===== src/rtl/iob_cache_write_arbiter.sv =====
// Round-robin arbiter that funnels N_REQ write requesters into one write channel
// through a single-entry buffer (grant in IDLE, present in SEND until accepted).
module iob_cache_write_arbiter #(
   parameter int N_REQ  = 4,
   parameter int ADDR_W = 30,
   parameter int DATA_W = 32,
   parameter int STRB_W = DATA_W / 8,
   parameter int ID_W   = $clog2(N_REQ)
) (
   input  logic                      clk_i,
   input  logic                      reset_i,
   input  logic [N_REQ-1:0]          req_valid_i,
   input  logic [N_REQ*ADDR_W-1:0]   req_addr_i,
   input  logic [N_REQ*DATA_W-1:0]   req_wdata_i,
   input  logic [N_REQ*STRB_W-1:0]   req_wstrb_i,
   output logic [N_REQ-1:0]          req_ready_o,
   output logic                      m_valid_o,
   output logic [ADDR_W-1:0]         m_addr_o,
   output logic [DATA_W-1:0]         m_wdata_o,
   output logic [STRB_W-1:0]         m_wstrb_o,
   input  logic                      m_ready_i,
   output logic [ID_W-1:0]           grant_id_o,
   output logic                      busy_o
);

   typedef enum logic {IDLE = 1'b0, SEND = 1'b1} state_t;

   state_t              state_reg, state_next;
   logic [ID_W-1:0]     rr_ptr_reg, rr_ptr_next;
   logic [ID_W-1:0]     grant_id_reg, grant_id_next;
   logic [ADDR_W-1:0]   addr_reg, addr_next;
   logic [DATA_W-1:0]   wdata_reg, wdata_next;
   logic [STRB_W-1:0]   wstrb_reg, wstrb_next;

   logic [ADDR_W-1:0]   req_addr  [N_REQ];
   logic [DATA_W-1:0]   req_wdata [N_REQ];
   logic [STRB_W-1:0]   req_wstrb [N_REQ];

   logic                found;
   logic [ID_W-1:0]     win;
   logic [ID_W:0]       cand;

   generate
      for (genvar gi = 0; gi < N_REQ; gi++) begin : g_unpack
         assign req_addr[gi]  = req_addr_i[gi*ADDR_W +: ADDR_W];
         assign req_wdata[gi] = req_wdata_i[gi*DATA_W +: DATA_W];
         assign req_wstrb[gi] = req_wstrb_i[gi*STRB_W +: STRB_W];
      end
   endgenerate

   // Scan rr_ptr, rr_ptr+1, ... with wrap; the extra bit of cand absorbs the overflow.
   always_comb begin
      found = 1'b0;
      win   = '0;
      cand  = '0;
      for (int i = 0; i < N_REQ; i++) begin
         cand = {1'b0, rr_ptr_reg} + (ID_W+1)'(i);
         if (cand >= (ID_W+1)'(N_REQ)) cand = cand - (ID_W+1)'(N_REQ);
         if (!found && req_valid_i[cand[ID_W-1:0]]) begin
            found = 1'b1;
            win   = cand[ID_W-1:0];
         end
      end
   end

   always_ff @(posedge clk_i) begin
      if (reset_i) begin
         state_reg    <= IDLE;
         rr_ptr_reg   <= '0;
         grant_id_reg <= '0;
         addr_reg     <= '0;
         wdata_reg    <= '0;
         wstrb_reg    <= '0;
      end else begin
         state_reg    <= state_next;
         rr_ptr_reg   <= rr_ptr_next;
         grant_id_reg <= grant_id_next;
         addr_reg     <= addr_next;
         wdata_reg    <= wdata_next;
         wstrb_reg    <= wstrb_next;
      end
   end

   always_comb begin
      state_next    = state_reg;
      rr_ptr_next   = rr_ptr_reg;
      grant_id_next = grant_id_reg;
      addr_next     = addr_reg;
      wdata_next    = wdata_reg;
      wstrb_next    = wstrb_reg;
      case (state_reg)
         IDLE: begin
            if (found) begin
               state_next    = SEND;
               grant_id_next = win;
               addr_next     = req_addr[win];
               wdata_next    = req_wdata[win];
               wstrb_next    = req_wstrb[win];
               rr_ptr_next   = (win == ID_W'(N_REQ-1)) ? '0 : win + ID_W'(1);
            end
         end
         SEND: begin
            if (m_ready_i) state_next = IDLE;
         end
         default: state_next = IDLE;
      endcase
   end

   always_comb begin
      req_ready_o = '0;
      m_valid_o   = 1'b0;
      busy_o      = 1'b0;
      if (state_reg == IDLE) begin
         if (found) req_ready_o[win] = 1'b1;
      end else begin
         m_valid_o = 1'b1;
         busy_o    = 1'b1;
      end
   end

   assign m_addr_o   = addr_reg;
   assign m_wdata_o  = wdata_reg;
   assign m_wstrb_o  = wstrb_reg;
   assign grant_id_o = grant_id_reg;

endmodule

===== config.mk =====
export PLATFORM = sky130hd
export DESIGN_NAME = iob_cache_write_arbiter
export DESIGN_NICKNAME = d
export VERILOG_FILES = /design/src/rtl/iob_cache_write_arbiter.sv
export SDC_FILE = /design/constraint.sdc
export NUM_CORES = 1
export LEC_CHECK = 0
export ABC_CLOCK_PERIOD_IN_PS = 4480
export CORE_AREA = 5 5 133 135
export CTS_BUF_LIST = sky130_fd_sc_hd__clkbuf_16
export DETAILED_ROUTE_END_ITERATION = 7
export DIE_AREA = 0 0 138 140
export GPL_TIMING_DRIVEN = 0
export PLACE_DENSITY = 0.66
export SYNTH_ARGS = -nofsm -noshare
export SYNTH_HDL_FRONTEND = slang
export SYNTH_SLANG_ARGS = --single-unit

===== constraint.sdc =====
create_clock -name clk_i -period 4.48 [get_ports clk_i]
set_clock_uncertainty 0.2 [all_clocks]
set_input_delay 0.672 -clock clk_i [delete_from_list [all_inputs] [get_ports clk_i]]
set_output_delay 0.672 -clock clk_i [all_outputs]
set_load 0.02 [all_outputs]

-- Word level (Yosys, flattened, before mapping)
Cells that the tools add are included.
- flip-flop bits (word level): 71
- input port bits: 271
- output and inout port bits: 74
- word-level logic and storage cells: 74
- add/sub/neg operators: 8
- order comparisons: 11
- equality and inequality tests: 1
- multiplexer cells: 38
- bitwise logic cells: 2
- reductions and logical operators: 8
- operators by type and width (operator ; count):
    $bmux 32 s2 ; 1
    $mux 32 ; 2
    $bmux 30 s2 ; 1
    $mux 30 ; 2
    $mux 2 ; 9
    $mux 4 ; 4
    $lt 2x3->1 const B ; 5
    $ge 3x3->1 const B ; 4
    $mux 1 ; 12
    $bmux 1 s2 ; 4
    $bmux 4 s2 ; 1
    $sub 2x1->2 const B ; 4
    $add 2x2->3 const B ; 2
    $logic_and 1x1->1 ; 4
    $add 2x1->3 const B ; 1
    $ge 2x3->1 const B ; 1
    $logic_not 1->1 ; 3
    $not 2->3 ; 1
    $add 2x1->2 const B ; 1
    $demux 1 s2 ; 1
    $eq 2x2->1 const B ; 1
    $ge 2x1->1 const B ; 1
    $pmux 1 s2 ; 1
    $reduce_and 2->1 ; 1
    $not 1->1 ; 1

-- Logic depth before layout (Yosys ltp)
- word-level depth: 20
- mapped depth: 8

-- Worst setup path after synthesis
OpenSTA, ideal clock, no wires.
- path kind: in2out
- from: in req_valid_i[2]
- to: out req_ready_o[3]
- arrival: 1.987 ns
- data required time: 3.608 ns
- setup slack: 1.621 ns
- cell stages on the path: 7
- path buffers: 2
- cell sequence: mux2i_1 > nor2_1 > nor3_1 > buf_2 > buf_2 > ha_1 > and2_1
- longest elaborated chain between the ends: 18
- ends and longest elaborated chain (item ; line ; text):
    start, declared ; 12 ; input logic [N_REQ-1:0] req_valid_i,
    $bmux 1 s2 ; 59 ; if (!found && req_valid_i[cand[ID_W-1:0]]) begin
    $mux 1 (implied by the code) ; 59 ;
    $mux 1 ; 59 ;
    $logic_not 1->1 ; 59 ;
    $logic_and 1x1->1 ; 59 ;
    $mux 1 ; 59 ;
    $logic_not 1->1 ; 59 ;
    $logic_and 1x1->1 ; 59 ;
    [... 2 more ...] ; n/a ;
    $logic_and 1x1->1 ; 59 ;
    $mux 2 ; 59 ;
    $lt 2x3->1 (implied by the code) or $ge 2x1->1 (tied branches) ; 114 ; if (found) req_ready_o[win] = 1'b1;
    $logic_and 1x1->1 (implied by the code) ; 114 ;
    $mux 1 (implied by the code) ; 114 ;
    $demux 1 s2 ; 114 ;
    $mux 4 * ; 114 ;
    $mux 4 * ; 113 ; if (state_reg == IDLE) begin
    end, declared ; 16 ; output logic [N_REQ-1:0] req_ready_o,
Mark *: on every way between the ends. The rest lies on a longest branch, timed or not. The select of a mux whose other input is x is not followed.

-- Worst setup path after layout
- from: in req_valid_i[0]
- to: out req_ready_o[3]
Same word-level chain as after synthesis.

==> results.toml <==
[floorplanning]
ioPinCount = 345
core-area_um2 = 16350
die-height_um = 140
row_count = 47
fp.dieArea_um2 = 19320
die_w_um = 138
start_util = 0.2591

[pwr]
pwr-share-seq = 0.301
total_power_mw = 2.627
p_clk_frac = 0.267
p_int_mw = 1.765
ir_drop_v = 0.0001479
combPwrFrac = 0.432
swShare = 0.3280
p_leak_nw = 3.111
powerDensity_nw_per_um2 = 319.0
switching_power_mw = 0.8617

[detailed_routing]
drc = 0
ant_nets = 0
dr.pass1.iters = 4
met3_length_mm = 1.076
via_per_inst = 4.805
drt-total-wl_mm = 19.74
wl_met2_mm = 10.15
routed.top_layer = "met5"
drt_iter0_drc = 162
wl_met1_mm = 8.026
num_vias = 4757
wl_per_cell_um = 19.94

[worst_setup_path]
start_kind = "primary input"
crit_slowest_cell = "clkdlybuf4s50_1"
critPathRequiredTime_ps = 3610
crit_family = "buffers and inverters"
path_class = "primary input to output pin"
worst_path_largest_cell_delay_ps = 600
arrival_ps = 3290
crit_chain = "clkdlybuf4s50_1 -> mux2i_1 -> nor2_1 -> nor3_1 -> buf_2 -> buf_2 -> ha_1 -> and2_1 -> clkdlybuf4s50_1"
crit_fanout = 10
end_kind = "output pin"
critPathBufInv = 4

[clock_network]
cts_resized = 0
max-clock-path-buffers = 2
clkTransAtPathRegs_ps = 50
clock_sinks = 71
cts_tree = "yes"
clk_latency_ps = 320
cts-root-buf = "clkbuf_16"
postCtsSetupBuffers = 0
h-tree-depth = 3
numCtsBuffers = 9
hold_buffers = 0

[layout]
largest_register_ffs = 32
final_area_um2 = 8237
fin_cells = 990
final_layout_size_suffix_gt1_frac = 0.1052
final_nets = 1037
syn_to_final_growth_pct = 94.42
nFillCells = 1512
antenna_cells = 0

[synthesis]
synth_xor_area_frac = 0
synth_top_family_by_area = "multiplexers"
yosys-top-cells-area = "dfxtp_1 34%, mux2i_1 31%, o221ai_2 14%"
synth_area_leader_cell = "dfxtp_1"
synth-seq-area-share = 0.3355
ys_types = 25
ys_ff_latch = 71
synthMuxAreaShare = 0.3142
synth_nets = 682
synth-compound-area-share = 0.2097
avgSynthCellArea_um2 = 10.33
yosysWarnings = 0
syn-cell-area_um2 = 4237
synthCells = 410
synth_simple_gate_area_share = 0.08624
synth-adder-area-share = 0.002953
synth_top_area_share = 0.3355

[place]
dpl.hpwl_mm = 16.07
placedInstanceArea_um2 = 7955
numPortBuffers = 344
gp_congestion = 0.8552
dp_cells = 974

[grt]
grt_pass1_vias = 5196
antenna_found_initial = 1
grt_pass1_wl_mm = 29.99
grt_max_degree = 12
grtUsageTotal = 0.1953
grt_remaining_overflow = 0

[timing]
fmax_mhz = 240.5
tightest_slew_ps = 783.6
fin_setup_tns_ps = 0
finalSetupViolCount = 0
slew_headroom = 0.4776
fin_crit_sh = 0.9280
rsz0062_at_grt = "no"
whs_ps = 262.2
period_minus_slack_ps = 4157
final_hold_viol_count = 0
finalMaxSlewViolations = 0

[outcome]
status = "complete, no violations"

[run]
cap_violations = 0

[hold_path]
min_path_type = "register to register"
[power groups by stage]
stage               clock [mW]  sequential (mW)  combinational [mW]
finish                   0.701            0.792                1.13
floorplan                    0            0.913               0.455
CTS                      0.719            0.791                1.15
global route             0.738            0.803                1.21
detailed placement           0            0.803                1.14
global placement             0            0.800                1.13
[layer usage]
layer  up-vias  track usage
met4         2      0.06708
met2       194       0.3515
li1       2275            -
met3        33      0.04397
met5         -            0
met1      2253       0.2288
[Yosys cell counts]
master and n:
ha_1 1, mux2i_1 133, and3_1 1, o221ai_2 40, buf_4 2, a21oi_1 8
inv_2 1, o221ai_1 26, inv_1 1, nor3b_1 1, o22ai_2 1, or2_1 1
nor2_1 4, clkbuf_1 13, nand2b_1 1, or3_1 2, dfxtp_1 71, nand2_1 74
nor4_1 1, buf_6 5, or3_4 1, and2_1 1, nor3_1 2, o21a_1 1
buf_2 18
[area by class of cell]
type | instances | area, um2 | area share
repair buffers | 344 | 3443 | 0.4180
multi-input cells | 299 | 2597 | 0.3154
flip-flops and latches | 71 | 1421 | 0.1726
well taps | 220 | 275.3 | 0.03342
clock buffers | 9 | 225.2 | 0.02734
plain buffers | 38 | 210.2 | 0.02552
clock inverters | 7 | 56.30 | 0.006836
inverters | 2 | 7.507 | 0.0009114
[tightest hold or removal path, delay by kind of cell, from the launching register on]
| family | cells | cell delay (ps) |
|---|---|---|
| DFF | 1 | 310 |
| AOI/OAI and AO/OA | 1 | 50 |
| and+or+nand+nor | 1 | 50 |
[final timing paths]
check	start	to	slack, ps	cells past startpoint
setup / recovery	req_valid_i[0]	req_ready_o[3]	320	9
hold / removal	grant_id_o[0]$_SDFFE_PP0P_	grant_id_o[0]$_SDFFE_PP0P_	260	2
setup reg to reg	rr_ptr_reg[1]$_SDFFE_PP0P_	m_addr_o[20]$_SDFFE_PP0P_	1890	7
hold reg to reg	grant_id_o[0]$_SDFFE_PP0P_	grant_id_o[0]$_SDFFE_PP0P_	260	2
[per-stage QoR]
step                setup WS, ps  utilization
global route               164.5       0.5038
detailed placement         298.1       0.4866
floorplan                   1621            -
CTS                        284.9       0.5038
global placement           323.0       0.4866
finish                     322.8       0.5038
[placed cells by master (no fill, tap or decap), drive strengths merged, types with 3 or more instances in the layout]
cell / n
a21oi: 8
buf: 25
clkbuf: 22
clkdlybuf4s50: 344
clkinv: 4
dfxtp: 71
inv: 4
mux2i: 133
nand2: 74
nor2: 4
o221ai: 66
or3: 3
[cell families after synthesis]
group                      after synthesis
AOI/OAI and AO/OA                       76
adders and majority gates                1
buffers and inverters                   40
DFF                                     71
muxes                                  133
and+or+nand+nor                         89
Power figures use the tool's default switching activity.
==> edit 1, RTL diff (same flow settings) <==
Set the parameter `DATA_W` to 16 (it was 32).
--- a/src/rtl/iob_cache_write_arbiter.sv
+++ b/src/rtl/iob_cache_write_arbiter.sv
@@ -3,7 +3,7 @@
 module iob_cache_write_arbiter #(
    parameter int N_REQ  = 4,
    parameter int ADDR_W = 30,
-   parameter int DATA_W = 32,
+   parameter int DATA_W = 16,
    parameter int STRB_W = DATA_W / 8,
    parameter int ID_W   = $clog2(N_REQ)
 ) (
Ports: changed (resized m_wdata_o, m_wstrb_o, req_wdata_i and req_wstrb_i); port bits go from 345 to 255. No check against the original RTL was run, so the function may have changed too.
==> edit 1 against the original RTL <==
  * Cell area decreased by 22%
  * Power decreased by 20%
  * Area after synthesis decreased by 18%
  * Register-to-register slack improved by 0.15 ns
  * Count of clock-buffer cells in the layout decreased by 4
  * Routed wire length decreased by 16%
  * Sequential cell count decreased by 18
  * Setup slack improved by 0.0053 ns
  * Hold slack got worse by 0.0013 ns
  * Highest routed layer unchanged
==> edit 1: results (changes against the original RTL) <==
STA
  • Fin crit period: 4.15 ns (was 4.16 ns)
  • WHS: 0.261 ns (was 0.262 ns)
  • Slew margin rel.: 0.644 (was 0.478)

Drt
  • DRT iter0 DRCs: 216 (was 162)
  • Routed vias/inst: 4.72 (was 4.81)
  • Drt wl/cell: 19.3 um (was 19.9 um)
  • First-pass DRT Iterations: 5 (was 4)

CTS
  • Post-CTS setup buffer count: 0 (unchanged)
  • Clk_lat worst skew: 0.30 ns (was 0.32 ns)
  • CTS Buf Count: 5 (was 9)
  • Worst-path clk slew: 0.07 ns (was 0.05 ns)

GRT
  • Pin count of the biggest net entering global routing: 17 (was 12)
  • Vias in the first global route: 4051 (was 5196)
  • Antenna violations before repair: 2 (was 1)
  • Global-route wire length before repair: 24.5 mm (was 30.0 mm)
  • GRT Util Overall: 0.161 (was 0.195)

Finish
  • Finished Layout Cells: 858 (was 990)
  • Max reg flops: 30 (was 32)
  • Layout net count: 837 (was 1037)
  • Fillers: 1685 (was 1512)

Synthesis
  • Cells after synthesis: 377 (was 410)
  • Synth cell types: 30 (was 25)
  • Predominant post-synthesis flop cell: dfxtp_1 (unchanged)
  • Sequential area share after synthesis: 0.307 (was 0.335)
  • Synth top area share: 0.307 (was 0.335)
  • Synth area leaders: dfxtp_1, mux2_4, a221o_1 (was dfxtp_1, mux2i_1, o221ai_2)
  • Synth top cells by count: a21oi_1, dfxtp_1, o21ai_0 (was mux2i_1, nand2_1, dfxtp_1)

Place
  • Area after DPL: 6260 sq um (was 7960 sq um)
  • RD Place Congestion: 0.766 (was 0.855)
  • Setup slack at placement: 0.348 ns (was 0.298 ns)
  • Placed cell count: 850 (was 974)
  • Port-buffer cells: 253 (was 344)
  • HPWL after DPL: 12.8 mm (was 16.1 mm)

Status
  • Status: completed (unchanged)

Critical path
  • R2R setup slack: 2.04 ns (was 1.89 ns)
  • Slowest stage delay, CP: 0.58 ns (was 0.60 ns)
  • Worst Path Arrival: 3.28 ns (was 3.29 ns)

Power and ir drop
  • Worst IR Drop VDD: 0.000152 V (was 0.000148 V)
  • Leak pwr: 2.42 nW (was 3.11 nW)
## edit 1: cell count changes in the layout (fill, tap and decap cells not counted), moves of 46 or more
cell / change
a221o_1: +48
clkdlybuf4s50_1: -91
nand3_1: +48
mux2_4: +46
nand2_1: -69
o21ai_0: +49
mux2i_1: -133
## edit 1: area by class of cell
type                       instances  area [sq um]  share of cell area
buffer                            42           223              0.0345
clock buffer                       5           125              0.0194
clock inverter                     3          65.1              0.0101
multi-input combinational        282          2170               0.336
sequential                        53          1060               0.164
tap                              220           275              0.0427
timing repair buffer             253          2530               0.393
## edit 1: logic make-up after synthesis
kind of cell,synth area share
fa+ha+maj,0.00362
compound gates,0.305
mux,0.207
simple gates,0.113
flops,0.307
buf+inv,0.0645
## edit 1: where the power goes
group	switching, mW	internal, mW	leakage, nW
Clock	0.199	0.320	0.0938
Sequential	0.0466	0.553	0.438
Combinational	0.450	0.529	1.89
Total	0.695	1.40	2.42
## edit 1: final timing paths
path,cells past startpoint,to,from
max,7,req_ready_o[2],req_valid_i[0]
min,2,grant_id_o[0]$_SDFFE_PP0P_,grant_id_o[0]$_SDFFE_PP0P_
max reg2reg,7,m_addr_o[7]$_SDFFE_PP0P_,rr_ptr_reg[0]$_SDFFE_PP0P_
min reg2reg,2,grant_id_o[0]$_SDFFE_PP0P_,grant_id_o[0]$_SDFFE_PP0P_
## edit 1: worst max-delay path: cells and delay by family
family | cells | cell delay [ns]
and+or+nand+nor | 2 | 0.36
AOI/OAI and AO/OA | 1 | 0.24
buffers and inverters | 4 | 2.00
## edit 1: metal layers
| metal | up-vias | wire length [um] | track usage |
|---|---|---|---|
| met5 | - | 32 | 0 |
| met3 | 22 | 950 | 0.0368 |
| li1 | 1973 | - | - |
| met4 | 4 | 307 | 0.0452 |
| met2 | 149 | 8250 | 0.277 |
| met1 | 1899 | 7030 | 0.203 |
==> edit 2, RTL diff (same flow settings) <==
Without the edit above. Take the reset off `addr_reg` and load it in a clocked block of its own.
--- a/src/rtl/iob_cache_write_arbiter.sv
+++ b/src/rtl/iob_cache_write_arbiter.sv
@@ -68,17 +68,19 @@
          state_reg    <= IDLE;
          rr_ptr_reg   <= '0;
          grant_id_reg <= '0;
-         addr_reg     <= '0;
          wdata_reg    <= '0;
          wstrb_reg    <= '0;
       end else begin
          state_reg    <= state_next;
          rr_ptr_reg   <= rr_ptr_next;
          grant_id_reg <= grant_id_next;
-         addr_reg     <= addr_next;
          wdata_reg    <= wdata_next;
          wstrb_reg    <= wstrb_next;
       end
+   end
+
+   always_ff @(posedge clk_i) begin
+      addr_reg <= addr_next;
    end
 
    always_comb begin
Formal check against the unedited RTL: not equivalent (a bounded check fails within 4 cycles, from zero or initial values and one cycle with reset_i high).
==> edit 2 against the original RTL <==
  * Power grew 7.0%
  * Routed wire length rose by 19%
  * Maximum frequency barely moved
  * Global-route usage up 3.1 points
  * Cell area up 5.3%
  * Area after synthesis grew 11%
  * Count of clock-buffer cells in the layout is the same
  * Sequential cell count unchanged
  * Setup slack worse by 0.0041 ns
  * Critical endpoint unchanged
  * Largest cell class unchanged
  * Largest power group unchanged
==> edit 2: results (changes against the original RTL) <==
Drt
  • Wire length on met2: 11.5 mm (was 10.1 mm)
  • Routed wl met3: 1.52 mm (was 1.08 mm)
  • WL met1: 9.68 mm (was 8.03 mm)
  • DRT iter0 DRCs: 352 (was 162)
  • Routed WL: 23.5 mm (was 19.7 mm)
  • Routed vias: 5891 (was 4757)

Place
  • Port-buffer cells: 343 (was 344)
  • HPWL after DPL: 18.5 mm (was 16.1 mm)
  • Setup slack at placement: 0.336 ns (was 0.298 ns)
  • RD Place Congestion: 0.898 (was 0.855)

Finish
  • Share of layout cells above drive strength 1: 0.0792 (was 0.105)
  • Layout net count: 1190 (was 1037)
  • Fillers: 1615 (was 1512)

Power and ir drop
  • PwrDens: 324 nW/um^2 (was 319 nW/um^2)
  • Worst IR Drop VDD: 0.000218 V (was 0.000148 V)
  • Leak pwr: 3.11 nW (about the same)
  • Clock power share: 0.227 (was 0.267)
  • Combinational power share: 0.467 (was 0.432)
  • Psw: 1.01 mW (was 0.862 mW)

Hold path
  • Hold Crit Start: grant_id_o[1]$_SDFFE_PP0P_ (was grant_id_o[0]$_SDFFE_PP0P_)
  • Hold path endpoint: grant_id_o[1]$_SDFFE_PP0P_ (was grant_id_o[0]$_SDFFE_PP0P_)
  • Worst Hold Class: flip-flop to flip-flop (unchanged)

STA
  • Fin crit period: 4.16 ns (about the same)
  • Slew @ Worst Pin: 0.850 ns (was 0.784 ns)

CTS
  • PostCTS Resize Cnt: 0 (unchanged)

Critical path
  • Slowest stage delay, CP: 0.65 ns (was 0.60 ns)
  • Reg-to-Reg End: m_addr_o[25]$_DFFE_PP_ (was m_addr_o[20]$_SDFFE_PP0P_)

Synthesis
  • Syn Nets: 835 (was 682)
  • Synth cell types: 39 (was 25)
  • Post-synth EDFFs: 30 (was 0)
  • Sequential area share after synthesis: 0.367 (was 0.335)
  • Synth area leaders: edfxtp_1, dfxtp_1, nand2_1 (was dfxtp_1, mux2i_1, o221ai_2)
  • Synth top cells by count: nand2_1, nand3_1, a31oi_1 (was mux2i_1, nand2_1, dfxtp_1)

GRT
  • GRT Util Overall: 0.227 (was 0.195)
  • Met1 Usage GRT: 0.278 (was 0.229)
  • Met2 usage: 0.388 (was 0.351)
  • Vias in the first global route: 5801 (was 5196)
  • Pin count of the biggest net entering global routing: 34 (was 12)
  • Global-route wire length before repair: 34.5 mm (was 30.0 mm)
  • Met3 Use GR: 0.0535 (was 0.0440)

Status
  • Status: completed (unchanged)
edit 2: through the flow:
stage	area (sq um)	hold WS, ns	instances
after global routing	8670	0.290	1142
after global placement	8400	0.246	1126
after floorplan	4690	0.335	563
final	8670	0.261	1142
after CTS	8670	0.261	1142
after detailed placement	8420	0.250	1127
edit 2: kinds of logic (layout without fill, tap and decap cells):
kind of cell	Yosys count	after routing	share of synthesized area
fa+ha+maj	1	1	0.00267
flops	71	71	0.367
compound gates	199	199	0.331
simple gates	222	222	0.222
mux	1	1	0.00293
buf+inv	69	428	0.0744
edit 2: final cells by class:
cell class / count / area share
plain buffers: 64 / 0.0381
clock buffers: 9 / 0.0260
clock inverters: 6 / 0.00274
inverters: 5 / 0.00231
multi-input cells: 423 / 0.302
flip-flops and latches: 71 / 0.199
well taps: 220 / 0.0318
repair buffers: 344 / 0.398
